`config.mk`:
```
export PLATFORM = sky130hd
export DESIGN_NAME = vec_dot_feeder
export DESIGN_NICKNAME = d
export VERILOG_FILES = /design/src/rtl/vec_dot_feeder.sv
export SDC_FILE = /design/constraint.sdc
export NUM_CORES = 2
export LEC_CHECK = 0
export ABC_AREA = 1
export CELL_PAD_IN_SITES_DETAIL_PLACEMENT = 1
export CELL_PAD_IN_SITES_GLOBAL_PLACEMENT = 1
export CORE_MARGIN = 2
export CORE_UTILIZATION = 40
export CTS_CLUSTER_DIAMETER = 40
export DETAILED_ROUTE_END_ITERATION = 8
export GPL_ROUTABILITY_DRIVEN = 0
export HOLD_SLACK_MARGIN = 0.06
export PLACE_DENSITY_LB_ADDON = 0.1
export SLEW_MARGIN = 10
export SYNTH_ARGS = -nofsm -noshare
export SYNTH_HDL_FRONTEND = slang
export SYNTH_SLANG_ARGS = --single-unit
export TNS_END_PERCENT = 100
```
`constraint.sdc`:
```
create_clock -name clk -period 3.7 [get_ports clk]
set_input_delay 0.74 -clock clk [delete_from_list [all_inputs] [get_ports clk]]
set_output_delay 0.74 -clock clk [all_outputs]
set_load 0.005 [all_outputs]
```
`src/rtl/vec_dot_feeder.sv`:
```
// Packs a stream of lhs/rhs float element pairs into fixed-width vector pairs for vec_dot.
// Two ping-pong buffers let one vector fill while the previous one waits for the consumer.
module vec_dot_feeder #(
    parameter int EXP_WIDTH = 8,
    parameter int MAN_WIDTH = 23,
    parameter int BIAS      = -127,
    parameter int VEC_SIZE  = 17,
    localparam int FLOAT_WIDTH = 1 + EXP_WIDTH + MAN_WIDTH,
    localparam int VEC_WIDTH   = VEC_SIZE * FLOAT_WIDTH,
    localparam int CW          = $clog2(VEC_SIZE + 1)
) (
    input  logic                   clk,
    input  logic                   rst,
    input  logic                   in_valid,
    output logic                   in_ready,
    input  logic [FLOAT_WIDTH-1:0] in_lhs,
    input  logic [FLOAT_WIDTH-1:0] in_rhs,
    input  logic                   in_last,
    output logic                   out_valid,
    input  logic                   out_ready,
    output logic [VEC_WIDTH-1:0]   out_lhs,
    output logic [VEC_WIDTH-1:0]   out_rhs,
    output logic [CW-1:0]          out_count
);

    localparam int LW = (VEC_SIZE > 1) ? $clog2(VEC_SIZE) : 1;

    logic [VEC_WIDTH-1:0] buf_lhs   [2];
    logic [VEC_WIDTH-1:0] buf_rhs   [2];
    logic [CW-1:0]        buf_count [2];

    logic          wr_sel;
    logic          rd_sel;
    logic [1:0]    full_count;
    logic [LW-1:0] lane;

    logic accept;
    logic last_lane;
    logic complete;
    logic out_take;

    // Handshake flags depend only on registered state, so out_ready never reaches in_ready.
    assign in_ready  = (full_count < 2'd2);
    assign out_valid = (full_count != 2'd0);
    assign out_lhs   = buf_lhs[rd_sel];
    assign out_rhs   = buf_rhs[rd_sel];
    assign out_count = buf_count[rd_sel];

    assign accept    = in_valid & in_ready;
    assign last_lane = (lane == LW'(VEC_SIZE - 1));
    assign complete  = accept & (last_lane | in_last);
    assign out_take  = out_valid & out_ready;

    always_ff @(posedge clk) begin
        if (rst) begin
            for (int b = 0; b < 2; b++) begin
                buf_lhs[b]   <= '0;
                buf_rhs[b]   <= '0;
                buf_count[b] <= '0;
            end
            wr_sel     <= 1'b0;
            rd_sel     <= 1'b0;
            full_count <= 2'd0;
            lane       <= '0;
        end else begin
            // A consumed buffer is zeroed right away so it is clean when filling restarts in it.
            // It can never be the buffer being written this cycle: take needs full>0, write needs full<2.
            if (out_take) begin
                buf_lhs[rd_sel]   <= '0;
                buf_rhs[rd_sel]   <= '0;
                buf_count[rd_sel] <= '0;
                rd_sel            <= ~rd_sel;
            end

            if (accept) begin
                for (int i = 0; i < VEC_SIZE; i++) begin
                    if (lane == LW'(i)) begin
                        buf_lhs[wr_sel][i*FLOAT_WIDTH +: FLOAT_WIDTH] <= in_lhs;
                        buf_rhs[wr_sel][i*FLOAT_WIDTH +: FLOAT_WIDTH] <= in_rhs;
                    end
                end
                if (complete) begin
                    buf_count[wr_sel] <= CW'(lane) + CW'(1);
                    lane              <= '0;
                    wr_sel            <= ~wr_sel;
                end else begin
                    lane <= lane + LW'(1);
                end
            end

            case ({complete, out_take})
                2'b10:   full_count <= full_count + 2'd1;
                2'b01:   full_count <= full_count - 2'd1;
                default: full_count <= full_count;
            endcase
        end
    end

endmodule

```
==> summary.txt <==
Critical path
  • CP required: 2960 ps
  • CP Max Fanout: 69
  • Slowest CP cell: clkdlybuf4s50_1
  • Crit-path most repeated cell: buf_16
  • R2r setup slk: 780 ps
  • Crit path cell chain: buf_12 -> buf_16 -> buf_16 -> mux2_2 -> clkdlybuf4s50_1
  • Critical path's top delay family: buffers and inverters
  • Setup CP Type: reg2out
  • Worst setup EP type: output port
  • Startpoint Class: flip-flop
  • Crit path DAT: 2990 ps
  • Buffers & Inverters on Critical Path: 4
  • CP peak stage delay: 470 ps

Drt
  • DRT iter0 DRCs: 5123
  • DR DRC count: 0
  • WL final: 362 mm
  • Vias: 58800
  • First-pass detailed-route iteration total: 5
  • Routed wire per std cell: 33.5 um
  • Routed vias/inst: 5.44
  • Antenna Nets Post-Route: 0

Finish
  • Layout Cells excl Fill: 10800
  • Final instance area: 0.121 sq mm
  • Most frequent cells in the layout: 2186 x edfxtp_1, 2092 x nor2_1, 1075 x mux2_2
  • Nets: 7596
  • Area Growth Syn to Fin: 33.3%
  • Share of cells above drive strength 1: 27.7%
  • Commonest non-fill, non-tap cell in the layout: edfxtp_1

Synth
  • Synth area leaders: edfxtp_1 72%, mux2_2 14%, nor2_1 8.7%
  • Cells after synthesis: 6257
  • Mapped cell area: 0.0906 sq mm
  • FF+latch count, synth: 2196
  • Yosys top cell area share: 72.5%
  • Leading area contributor after synthesis: edfxtp_1
  • Synth Warn #: 0
  • Cell variety after synth: 24
  • Seq/Total Area, Yosys: 72.7%
  • Syn_nets: 6332
  • Average size of a mapped cell: 14.5 sq um

Place
  • Cell count after placement: 10100
  • DP Area: 0.107 sq mm
  • Hpwl dp: 226 mm
  • Pre-CTS setup slack: -57.9 ps
  • Port-buffer cells: 1163

STA
  • Hold Violations, Final: 0
  • Max-slew violation count: 0
  • Worst Skew: 71.9 ps
  • Fin Setup TNS: -333 ps
  • Worst setup margin: -33.6 ps
  • Final worst-path cycle share: 101%
  • Worst Tran Pin Value: 1300 ps
  • Setup-failing EPs final: 26
  • Rel. slew slack: 13.0%
  • F_max: 268 MHz
  • Min Tclk post-route: 3730 ps
  • RSZ-0062 raised after global routing: true

Power
  • Leakage: 47.2 nW
  • Logic pwr share: 15.9%
  • NetSw: 19.4 mW
  • VDD IR max: 0.469 mV
  • Total power: 77.1 mW
  • Power Internal: 57.7 mW
  • Switching Share: 25.2%
  • Pwr/cell area: 638 mW/mm^2
  • Clock network power share: 45.6%
  • Sequential power share: 38.5%

Clock network
  • Clock sinks: 2196
  • Num CTS Buffers: 372
  • Hold Buf Count CTS: 0
  • Clock root cell: clkbuf_16
  • Htree depth: 5
  • Clock Path Buffers: 4
  • Worst skew pair latency: 970 ps
  • Clock-pin slew on the worst setup and hold paths: 50 ps
  • CTS tree: built

Die
  • Row count: 174
  • Starting density of the core: 40.3%
  • Die area: 0.230 sq mm
  • Die width: 480 um
  • Die Height: 480 um
  • Core box area: 0.225 sq mm
  • Io pins: 1164

GRT
  • Total GRT Usage: 30.9%
  • Gr ovfl total: 0
  • Initial antenna violation count: 14
  • Largest net degree at the start of global routing: 70
  • First-pass GRT wire length: 492 mm
  • Number of global-route vias before repair: 60000

Run
  • Max-Cap Viols: 0

Outcome
  • Status: finished, violations left
  • Failing checks: negative setup slack

Min path
  • Hold WC Path Type: reg2reg
[flip-flops by register name, summed over array words and instances, names as in the netlist, named ones only]
register and cells:
buf_rhs 1088, lane 5, rd_sel 1, wr_sel 1
buf_lhs 1088, buf_count 10, full_count 2
[timing repair]
| item | 4_1_cts | 5_1_grt |
|---|---|---|
| resized for setup | 122 | 130 |
| buffers inserted | 13 | 1 |
| cloned | 14 | 4 |
| setup endpoints to repair | 895 | 368 |
[layout make-up]
class | instances | area, sq um
fillers | 21600 | 104000
clock buffers | 415 | 9620
repair buffers | 1448 | 15800
clock inverters | 248 | 3000
flip-flops and latches | 2196 | 65800
diodes | 5 | 12.5
multi-input cells | 3415 | 22400
inverters | 88 | 332
well taps | 2992 | 3740
[final timing paths]
| path | from | end | cells after the start |
|---|---|---|---|
| setup / recovery | flip-flop | out_lhs[516] | 5 |
| setup reg to reg | lane[0] | buf_lhs[0][525] | 10 |
| hold / removal | full_count[1] | full_count[1] | 2 |
| hold reg to reg | full_count[1] | full_count[1] | 2 |
[cell usage after synthesis]
library cell	n
edfxtp_1	2186
nor2_1	2092
mux2_2	1093
clkbuf_1	246
buf_2	245
nor2_2	82
clkinv_1	67
nand2_1	52
buf_6	40
nand3_1	32
nor2_4	30
buf_1	19
inv_1	17
dfxtp_1	10
buf_4	8
nand3_2	8
a21oi_1	6
ha_1	6
o21ai_0	5
inv_2	4
nand4_1	4
nor3_2	2
nor3_4	2
nand2_2	1
[per-stage QoR]
step	utilization, %	hold WS [ps]
2_1_floorplan	-	453
3_3_place_gp	47.6	499
3_5_place_dp	47.6	506
4_1_cts	53.5	513
5_1_grt	53.7	550
6_report	53.7	518
[worst min-delay path: cells and delay by family (launching register included)]
kind	cells	cell delay (ps)
AOI/OAI and AO/OA	1	70
buffers and inverters	1	100
DFF	1	300
[cell families after synthesis]
kind of cell	Yosys count	share of synthesized area [%]
AND/OR/NAND/NOR	2305	10.2
flip-flops	2196	72.7
multiplexers	1093	13.6
buffers and inverters	646	3.38
AO/OA/AOI/OAI	11	0.0608
adder cells (fa/ha/maj)	6	0.0829
[routing by layer]
layer / up-vias / share of wire [%] / wire length (um) / GRT usage (%)
met1: 31200 / 39 / 140000 / 38.5
met4: 2 / 5.1 / 18300 / 14.5
met5: - / 0.0019 / 7 / 0
met2: 2481 / 47 / 170000 / 49.2
li1: 24500 / - / - / -
met3: 546 / 9.2 / 33400 / 9.34
[power by group through the flow]
stage	combinational [mW]	sequential, mW	clock, mW
after floorplan	4.26	30.1	0
after global placement	11.9	30.1	0
after detailed placement	11.9	30.2	0
after CTS	12.3	29.7	35.6
after global routing	12.6	29.9	36.6
final	12.2	29.7	35.2
(Power assumes the default switching activity.)
